## src/rtl/hex_counter_pkg.sv

```systemverilog
// Shared widths, limits and debounce state encoding for the hex counter.
package hex_counter_pkg;

  localparam int              CNT_W   = 4;
  localparam logic [CNT_W-1:0] CNT_MAX = 4'hF;

  typedef enum logic [1:0] {
    RELEASED     = 2'd0,
    PRESS_WAIT   = 2'd1,
    PRESSED      = 2'd2,
    RELEASE_WAIT = 2'd3
  } db_state_e;

endpackage

```

## src/rtl/hex_counter_key_debounce.sv

```systemverilog
// Pushbutton conditioner: 2-flop synchronizer, stability FSM, one press pulse.
//
// state        | meaning
// RELEASED     | key idle (high), waiting for a low sample
// PRESS_WAIT   | key low, counting consecutive low samples
// PRESSED      | press accepted, waiting for a high sample
// RELEASE_WAIT | key high, counting consecutive high samples
module key_debounce
  import hex_counter_pkg::*;
#(
  parameter int DEBOUNCE_CYCLES = 500000
) (
  input  logic clk,
  input  logic reset_n,
  input  logic key_n,
  output logic press
);

  localparam int                STAB_W    = $clog2(DEBOUNCE_CYCLES + 1);
  // The sample that enters a WAIT state is not counted, so the counter
  // reaching DEBOUNCE_CYCLES-1 on a matching sample completes the window.
  localparam logic [STAB_W-1:0] STAB_LAST = STAB_W'(DEBOUNCE_CYCLES - 1);

  logic              sync1_q, sync2_q;
  db_state_e         state_q, state_d;
  logic [STAB_W-1:0] stab_q, stab_d;

  // Synchronizer, FSM state and stability counter registers.
  always_ff @(posedge clk) begin
    if (!reset_n) begin
      sync1_q <= 1'b1;
      sync2_q <= 1'b1;
      state_q <= RELEASED;
      stab_q  <= '0;
    end else begin
      sync1_q <= key_n;
      sync2_q <= sync1_q;
      state_q <= state_d;
      stab_q  <= stab_d;
    end
  end

  // Next state, counter and press pulse; counter clears on every transition.
  always_comb begin
    state_d = state_q;
    stab_d  = '0;
    press   = 1'b0;
    case (state_q)
      RELEASED: begin
        if (!sync2_q) state_d = PRESS_WAIT;
      end
      PRESS_WAIT: begin
        if (sync2_q) begin
          state_d = RELEASED;
        end else if (stab_q == STAB_LAST) begin
          state_d = PRESSED;
          press   = 1'b1;
        end else begin
          stab_d = stab_q + STAB_W'(1);
        end
      end
      PRESSED: begin
        if (sync2_q) state_d = RELEASE_WAIT;
      end
      RELEASE_WAIT: begin
        if (!sync2_q) begin
          state_d = PRESSED;
        end else if (stab_q == STAB_LAST) begin
          state_d = RELEASED;
        end else begin
          stab_d = stab_q + STAB_W'(1);
        end
      end
      default: state_d = RELEASED;
    endcase
  end

endmodule

```

## src/rtl/hex_counter.sv

```systemverilog
// Up/down 4-bit counter driven by two debounced pushbuttons, with clear,
// wrap/saturate mode and a one-cycle change strobe.
module hex_counter
  import hex_counter_pkg::*;
#(
  parameter int DEBOUNCE_CYCLES = 500000
) (
  input  logic             clk,
  input  logic             reset_n,
  input  logic             key_up_n,
  input  logic             key_down_n,
  input  logic             clr,
  input  logic             sat,
  output logic [CNT_W-1:0] count,
  output logic             changed
);

  logic             up_press, down_press;
  logic [CNT_W-1:0] count_q, count_d;
  logic             changed_q;

  key_debounce #(.DEBOUNCE_CYCLES(DEBOUNCE_CYCLES)) u_db_up (
    .clk     (clk),
    .reset_n (reset_n),
    .key_n   (key_up_n),
    .press   (up_press)
  );

  key_debounce #(.DEBOUNCE_CYCLES(DEBOUNCE_CYCLES)) u_db_down (
    .clk     (clk),
    .reset_n (reset_n),
    .key_n   (key_down_n),
    .press   (down_press)
  );

  // Next count: clear wins, simultaneous presses cancel, then up, then down.
  always_comb begin
    count_d = count_q;
    if (clr) begin
      count_d = '0;
    end else if (up_press && down_press) begin
      count_d = count_q;
    end else if (up_press) begin
      if (count_q == CNT_MAX) count_d = sat ? count_q : '0;
      else                    count_d = count_q + CNT_W'(1);
    end else if (down_press) begin
      if (count_q == '0) count_d = sat ? count_q : CNT_MAX;
      else               count_d = count_q - CNT_W'(1);
    end
  end

  // Count register and change strobe (high only when the value really moved).
  always_ff @(posedge clk) begin
    if (!reset_n) begin
      count_q   <= '0;
      changed_q <= 1'b0;
    end else begin
      count_q   <= count_d;
      changed_q <= (count_d != count_q);
    end
  end

  assign count   = count_q;
  assign changed = changed_q;

endmodule

```

## config.mk

```make
export PLATFORM = sky130hd
export DESIGN_NAME = hex_counter
export DESIGN_NICKNAME = d
export VERILOG_FILES = /design/src/rtl/hex_counter_pkg.sv /design/src/rtl/hex_counter_key_debounce.sv /design/src/rtl/hex_counter.sv
export SDC_FILE = /design/constraint.sdc
export NUM_CORES = 1
export LEC_CHECK = 0
export CAP_MARGIN = 20
export CORE_MARGIN = 2
export CORE_UTILIZATION = 48
export DETAILED_ROUTE_END_ITERATION = 10
export PLACE_DENSITY_LB_ADDON = 0.2
export SLEW_MARGIN = 25
export SYNTH_ARGS = -nofsm -noshare
export SYNTH_HDL_FRONTEND = slang
export SYNTH_HIERARCHICAL = 1
export SYNTH_SLANG_ARGS = --single-unit
```

## constraint.sdc

```tcl
create_clock -name clk -period 5.9 [get_ports clk]
set_input_delay 1.475 -clock clk [delete_from_list [all_inputs] [get_ports clk]]
set_output_delay 1.475 -clock clk [all_outputs]
set_load 0.005 [all_outputs]
```

* Word level (Yosys, flattened, before mapping) *
Cells that the tools add are included.

storage, ports and cells
  flip-flop bits (word level) = 51

operators by class
  reductions and logical operators = 6
  equal/unequal tests = 18
  multiplexer cells = 36
  add/subtract/negate cells = 4

operators with widths
  cell                     number
  $mux W19                 6
  $pmux W19 S2             2
  $add A19 B1 Y19 const B  2
  $eq A19 B19 Y1 const B   2
  $mux W4                  8
  $mux W2                  12
  $pmux W2 S4              2
  $eq A2 B2 Y1 const B     4
  $reduce_and A4 Y1        2
  $mux W1                  6
  $ne A3 B1 Y1 const B     2
  $ne A3 B3 Y1 const B     2
  $add A4 B1 Y4 const B    1
  $eq A2 B1 Y1 const B     2
  $eq A4 B4 Y1 const B     1
  $logic_not A2 Y1         2
  $logic_not A4 Y1         1
  $ne A2 B1 Y1 const B     2
  $ne A2 B2 Y1 const B     2
  $ne A4 B4 Y1             1
  $sub A4 B1 Y4 const B    1
  $logic_and A1 B1 Y1      1

* Logic depth before layout (Yosys ltp) *
Gate-level depths: netlist of run 1.

  word-level depth = 9
  depth in mapped cells = 12
  gate-level depth less buffers = 10

* Modules after synthesis *
The synthesis of run 1 kept the hierarchy.

by module, submodules not included
  module        area each (µm²)  cells an instance  times used
  key_debounce  1071.0           116                2
  hex_counter   548.0            74                 1

* Least setup slack after synthesis of run 1 *
Ideal clock, no wire load.

  path type = flip-flop to flip-flop
  start = register u_db_up.stab_q[0]
  end = register changed_q (netlist: changed)
  required time = 5.775 ns
  setup slack = 2.877 ns
  arrival = 2.898 ns
  stages on the path, launching flop included = 13
  period minus slack after synthesis = 3.023 ns
  path through = dfxtp_1 -> ha_1 -> buf_4 -> nor4b_2 -> nand4b_2 -> or3_4 -> nor3_2 -> buf_2 -> nor2b_1 -> a21o_1 -> a31o_2 -> a211o_1 -> o41a_1

between the ends
  word-level cells in the longest chain between the ends = 8
  elaborated cells between the ends (all ways) = 9
  those cells by class = eq/ne (2); mux (6); reduce/logical (1)

RTL lines
  item                                                   line                                  RTL
  start, declared                                        hex_counter_key_debounce.sv:26        logic [STAB_W-1:0] stab_q, stab_d;
  start signal, assigned                                 hex_counter_key_debounce.sv:39        stab_q <= stab_d;
  $eq A19 B19 Y1 (*)                                     hex_counter_key_debounce.sv:55        end else if (stab_q == STAB_LAST) begin
  $mux W1 (*)                                            hex_counter_key_debounce.sv:55
  $mux W1 (*)                                            hex_counter_key_debounce.sv:53        if (sync2_q) begin
  $mux W1 (*)                                            hex_counter_key_debounce.sv:48        case (state_q)
  via up_press                                           hex_counter.sv:18                     logic up_press, down_press;
  $mux W4 / $logic_and A1 B1 Y1 (equally long branches)  hex_counter.sv:43, hex_counter.sv:41
  $mux W4 (*)                                            hex_counter.sv:41                     end else if (up_press && down_press) begin
  $mux W4 (*)                                            hex_counter.sv:39                     if (clr) begin
  $ne A4 B4 Y1 (*)                                       hex_counter.sv:59                     changed_q <= (count_d != count_q);
  end signal, assigned                                   hex_counter.sv:59
  end, declared                                          hex_counter.sv:20                     logic changed_q;

Mark *: on every way through the listed nets, which the timed path passes. The rest lies on a longest branch.
A chain may end at the register's enable or synchronous reset.

* Worst setup path in the final report of run 1 *
Ends and elaborated chain as after synthesis.

==> impl_metrics.json, run 1 <==
{
  "die_height_um": 78.9,
  "fillCellCount": 554,
  "register_area_um2": 1020,
  "clock_tree.root_cell": "clkbuf_8",
  "irDropWorstVdd_mv": 0.169,
  "numPortBuffers": 10,
  "numClockSinks": 51,
  "fmax_mhz": 282,
  "synth_edf_count": 0,
  "dp_hpwl_mm": 3.72,
  "grt_pass1_wl_mm": 8.92,
  "drt-pass1-iter-count": 4,
  "ys_seq_elements": 51,
  "netlist_area_um2": 2690,
  "timing.critical_path.from_type": "register",
  "wl_per_cell_um": 13.3,
  "dieWidth_um": 78.9,
  "power_per_cell_area_nw_per_um2": 197,
  "drt_iter0_drc": 80,
  "ioPinCount": 11,
  "timing.max_slew.rel_slack": 0.588,
  "use_met1": 0.224,
  "max_slew.worst_pin.slew_ps": 615,
  "routability_congestion": 0.864,
  "grt-ovfl-total": 0,
  "report.final.setup_viol": 0,
  "ys_warn_count": 6,
  "top_usage_layer": "met2",
  "grt_antenna_before_repair": 0,
  "clock_tree_from_tritoncts": "built",
  "synth.avg_cell_area_um2": 8.79,
  "pin_count_of_the_biggest_net_entering_global_routing": 19,
  "crit_chain": "ha_1 > nor4b_2 > nand4b_2 > or3_4 > nor3_2 > nor2b_1 > a21o_1 > a31o_2 > a211o_1 > o41a_1",
  "report.final.hold_viol_count": 0,
  "synthesis.nets": 316,
  "setup_total_negative_slack_ps": 0,
  "first_global_vias": 2028,
  "min-delay-path-class": "reg -> reg",
  "drcViolationCount": 0,
  "final_core_utilization": 0.536,
  "timing.final.max_slew_violations": 0,
  "viasPerCell": 5.59,
  "routed_wl_mm": 5.16,
  "synthesis.instances": 306,
  "core-area_um2": 5470,
  "clock_period_minus_final_worst_setup_slack_ps": 3550,
  "design.die.area_um2": 6220,
  "rsz0062_at_grt": "no",
  "layout_overhead_on_the_synthesized_area_pct": 9.07,
  "dominantRegCellSynth": "dfxtp_1",
  "globalRouteTotalUtil": 0.175,
  "crit_path_end_kind": "register",
  "cts_made_buffers": 5,
  "cts.hold.buffers_added": 0,
  "vias": 2164,
  "multi_input_comb_area_um2": 1570,
  "clk-insertion-delay-late_ps": 300,
  "netlist-cell-type-count": 51,
  "slowest_stage": "nor3_2",
  "path_max_fanout": 11,
  "clock_path_buffers": 2,
  "met3_usage": 0.0318,
  "global_route.usage.met2": 0.289,
  "critPathMaxStageDelay_ps": 480,
  "initial_core_util": 0.492,
  "critPathRequiredTime_ps": 6100,
  "ctsHtreeMaxLevel": 2,
  "placementRows": 27,
  "worst_setup_hold_path_clk_slew_ps": 100,
  "worst_ep_arrival_time_ps": 3740,
  "synth.yosys.seq_area_share": 0.380,
  "post_route_cells_drive_above_1_share": 0.0984,
  "skew_ps": 10.2,
  "final_antenna_net_count": 0,
  "post_cts_buffers": 0,
  "outcome": "finished, final reports clean",
  "postSynth.asyncResetShare": 0,
  "finalNetCount": 324,
  "number_of_max_cap_violations": 0,
  "timing.final.crit_share": 0.601,
  "ws_path_type": "reg -> reg",
  "leakage_nw": 0.901,
  "antenna_cells_inserted": 0,
  "post_cts_resize_count": 0
}
==> Yosys cell counts (2+ instances only) <==
library cell / count / area (um^2)
buf_4: 2 / 15.0
nand3_2: 2 / 20.0
inv_1: 14 / 52.6
nand3b_1: 2 / 15.0
nor2_1: 39 / 146
nand2_1: 16 / 60.1
and4_2: 2 / 20.0
xor2_1: 14 / 123
nand4_1: 15 / 93.8
nor3b_1: 3 / 22.5
nand3_1: 17 / 85.1
o21bai_4: 2 / 37.5
a211oi_1: 2 / 15.0
nor3_2: 2 / 20.0
and3b_1: 2 / 17.5
o31ai_1: 3 / 22.5
and3_1: 4 / 25.0
ha_1: 4 / 50.1
o41ai_1: 2 / 17.5
nand4b_2: 2 / 30.0
xnor2_1: 16 / 140
and2_1: 2 / 12.5
nand2b_1: 6 / 37.5
nor4_1: 9 / 56.3
and4bb_1: 2 / 25.0
nor3_1: 4 / 20.0
or2_1: 2 / 12.5
dfxtp_1: 51 / 1020
or4_1: 2 / 15.0
buf_2: 7 / 35.0
nor4b_2: 4 / 60.1
a31o_2: 3 / 26.3
nor2b_1: 4 / 25.0
or3_4: 2 / 22.5
or3_1: 5 / 31.3
o21ai_0: 10 / 50.1
nand4_2: 2 / 25.0
a21oi_1: 13 / 65.1
==> worst max-delay path, delay by kind of cell, from the launching register on <==
| kind | cells | cell delay [ps] |
|---|---|---|
| flops | 1 | 420 |
| fa+ha+maj | 1 | 360 |
| compound gates | 4 | 1090 |
| simple gates | 5 | 1570 |
==> layer usage <==
layer  vias to the layer above  wire length [um]
met5                         -                 0
met4                         0               114
met3                        11               101
met2                        22              2360
met1                      1012              2590
li1                       1119                 -
==> flip-flops by register name, indices dropped and copies added (netlist names), named ones only <==
signal / count
count: 4
u_db_up/sync2_q: 1
u_db_up/stab_q: 19
u_db_down/sync2_q: 1
u_db_down/stab_q: 19
u_db_up/state_q: 1
u_db_down/state_q: 1
changed: 1
u_db_down/sync1_q: 1
u_db_up/sync1_q: 1
==> placed cells by master, fill, tap and decap left out, drive strengths merged, types with 3 or more instances in the layout <==
cell	synthesis	routed
clkdlybuf4s50	0	10
clkbuf	0	7
or3	7	7
nor4	9	9
a31o	3	3
and3	4	4
inv	14	14
nor2b	4	4
nand4	17	17
nor3	6	6
nand2	16	16
nand3	19	19
xor2	14	14
dfxtp	51	51
nor3b	3	3
xnor2	16	16
o31ai	3	3
a21oi	13	13
ha	4	4
nor4b	4	4
o21ai	10	10
nand2b	6	6
or2	3	3
nor2	39	39
==> logic make-up (layout without fill, tap and decap cells) <==
group / Yosys count / after routing / synth area share
and+or+nand+nor: 152 / 152 / 0.340
DFF: 51 / 51 / 0.380
AOI/OAI and AO/OA: 46 / 46 / 0.126
xor gates and xnor gates: 30 / 30 / 0.0977
buffers and inverters: 23 / 32 / 0.0381
adders and majority gates: 4 / 4 / 0.0186
==> cell type report <==
type | instances | area share
flip-flops and latches | 51 | 0.348
repair buffers | 10 | 0.0341
clock buffers | 7 | 0.0328
inverters | 14 | 0.0179
well taps | 72 | 0.0307
multi-input cells | 232 | 0.534
clock inverters | 1 | 0.00256
==> power breakdown <==
group          leakage, nW  switching, mW  total (mW)  internal (mW)
Clock               0.0505          0.113       0.220          0.107
Combinational        0.438        0.00542      0.0116        0.00616
Sequential           0.412        0.00108       0.347          0.346
==> metrics by stage <==
stage / cells / power [mW] / cell area, um^2 / worst slack (ps) / hold slack (ps)
final: 387 / 0.578 / 2930 / 2350 / 409
after global routing: 387 / 0.601 / 2930 / 2110 / 432
after CTS: 387 / 0.589 / 2930 / 2340 / 419
after detailed placement: 379 / 0.366 / 2830 / 2370 / 394
after global placement: 379 / 0.366 / 2830 / 2460 / 390
after floorplan: 306 / 0.360 / 2690 / 2880 / 386
==> final timing paths <==
check,start,endpoint,slack (ps),cells after the start
min reg2reg,u_db_down/sync1_q,u_db_down/sync2_q,410,1
max reg2reg,u_db_up/stab_q[0],changed,2350,10
max,u_db_up/stab_q[0],changed,2350,10
min,u_db_down/sync1_q,u_db_down/sync2_q,410,1
(Power assumes the default switching activity.)
==> run 2: changes to the inputs <==
- clock period: 5.9 -> 3.1 ns (I/O delays scaled with it)
==> run 2 against run 1 <==
Against the previous run:
- clock-buffer cell count fell by 1
- critical path depth did not move
- worst setup slack worse by 2200 ps
- final area grew 2.5%
- register-to-register slack worse by 2200 ps
- highest routed layer unchanged
==> impl_metrics.json, run 2 (same netlist as run 1, synthesis figures left out) <==
{
  "clock_path_buffers": 2,
  "critPathRequiredTime_ps": 3300,
  "place_worst_setup_slack_ps": 116,
  "report.final.setup_viol": 0,
  "die_height_um": 78.9,
  "global_route.usage.met2": 0.291,
  "final-instance-count-excl-fill": 397,
  "grt_pass1_wl_mm": 9.45,
  "max_slew.worst_pin.slew_ps": 481,
  "most_common_cell_after_layout_fill_and_taps_aside": "dfxtp_1",
  "number_of_max_cap_violations": 0,
  "mostFrequentLayoutCells": "50 x dfxtp_1, 39 x nor2_1, 17 x nand3_1",
  "drt-pass1-iter-count": 4,
  "path_max_fanout": 7,
  "timing.final.crit_share": 0.943,
  "numPortBuffers": 10,
  "placementRows": 27,
  "viasPerCell": 5.57,
  "grt_antenna_before_repair": 0,
  "clock_period_minus_final_worst_setup_slack_ps": 2920,
  "fmax_mhz": 342,
  "cts.hold.buffers_added": 0,
  "first_global_vias": 2058,
  "post_route_cells_drive_above_1_share": 0.126,
  "core-area_um2": 5470,
  "layout_overhead_on_the_synthesized_area_pct": 11.8,
  "place.detailed.instances": 387,
  "min-delay-path-class": "reg -> reg",
  "skew_ps": 12.3,
  "wl_per_cell_um": 13.4,
  "final.setup.worst_slack_ps": 176,
  "setup_total_negative_slack_ps": 0,
  "ws_path_type": "reg -> reg",
  "dp_hpwl_mm": 3.78,
  "ioPinCount": 11,
  "timing.max_slew.rel_slack": 0.679,
  "clk-insertion-delay-late_ps": 310,
  "final_core_utilization": 0.550,
  "globalRouteTotalUtil": 0.188,
  "pin_count_of_the_biggest_net_entering_global_routing": 19,
  "drcViolationCount": 0,
  "worst_setup_hold_path_clk_slew_ps": 100,
  "timing.final.max_slew_violations": 0,
  "numClockSinks": 51,
  "outcome": "finished, final reports clean",
  "routability_congestion": 0.898,
  "finalNetCount": 334,
  "irDropWorstVdd_mv": 0.255,
  "initial_core_util": 0.492,
  "worst_ep_arrival_time_ps": 3120,
  "crit_path_end_kind": "register",
  "leakage_nw": 0.943,
  "clock_tree.root_cell": "clkbuf_8",
  "grt-ovfl-total": 0,
  "clock_tree_from_tritoncts": "built",
  "use_met1": 0.256,
  "dieWidth_um": 78.9,
  "antenna_cells_inserted": 0,
  "routed_wl_mm": 5.32,
  "design.die.area_um2": 6220,
  "rsz0062_at_grt": "no",
  "report.final.hold_viol_count": 0,
  "drt_iter0_drc": 89,
  "timing.critical_path.from_type": "register",
  "met3_usage": 0.0409,
  "top_usage_layer": "met2",
  "final_antenna_net_count": 0,
  "ctsHtreeMaxLevel": 2,
  "vias": 2212,
  "power_per_cell_area_nw_per_um2": 351,
  "whs_ps": 421,
  "cts_made_buffers": 5,
  "fillCellCount": 524
}
## run 2: critical path, cell delays in order, from the launching register on
cell,delay (ps)
dfxtp_1,340
ha_1,160
nor4b_2,220
nand4b_2,200
or3_4,450
nor3_4,220
nand2_1,100
a221oi_2,330
nor3b_1,100
a211o_1,270
o41a_1,410
## run 2: area by class of cell
| cell class | instances | area, um^2 | share of cell area |
|---|---|---|---|
| Tap cell | 72 | 90.1 | 0.0300 |
| Inverter | 14 | 52.6 | 0.0175 |
| Sequential cell | 51 | 1020 | 0.340 |
| Clock buffer | 6 | 72.6 | 0.0241 |
| Clock inverter | 2 | 12.5 | 0.00416 |
| Multi-Input combinational cell | 232 | 1580 | 0.525 |
| Timing Repair Buffer | 20 | 179 | 0.0595 |
## run 2: layer usage
layer	routed length (um)	vias up
met4	120	0
met5	0	-
met2	2380	37
met3	178	13
li1	-	1141
met1	2640	1021
## run 2: where the power goes
part | leakage [nW] | internal [mW] | switching (mW)
registers | 0.412 | 0.658 | 0.00257
logic | 0.489 | 0.0117 | 0.0103
clock network | 0.0412 | 0.158 | 0.217
## run 2: worst paths after layout
| check | start | cells after the start | slack, ps | endpoint |
|---|---|---|---|---|
| min | u_db_up/sync1_q | 1 | 420 | u_db_up/sync2_q |
| max reg2reg | u_db_down/stab_q[1] | 10 | 180 | changed |
| min reg2reg | u_db_up/sync1_q | 1 | 420 | u_db_up/sync2_q |
| max | u_db_down/stab_q[1] | 10 | 180 | changed |
## run 2: what timing repair did
action,in CTS,in global routing
resized for setup,0,4
setup buffers,0,2
setup endpoints to repair,0,1
## run 2: through the flow
step | instance area, um^2 | power [mW]
detailed placement | 2890 | 0.697
floorplan | 2690 | 0.684
CTS | 2980 | 1.07
global route | 3010 | 1.10
finish | 3010 | 1.06
global placement | 2890 | 0.697
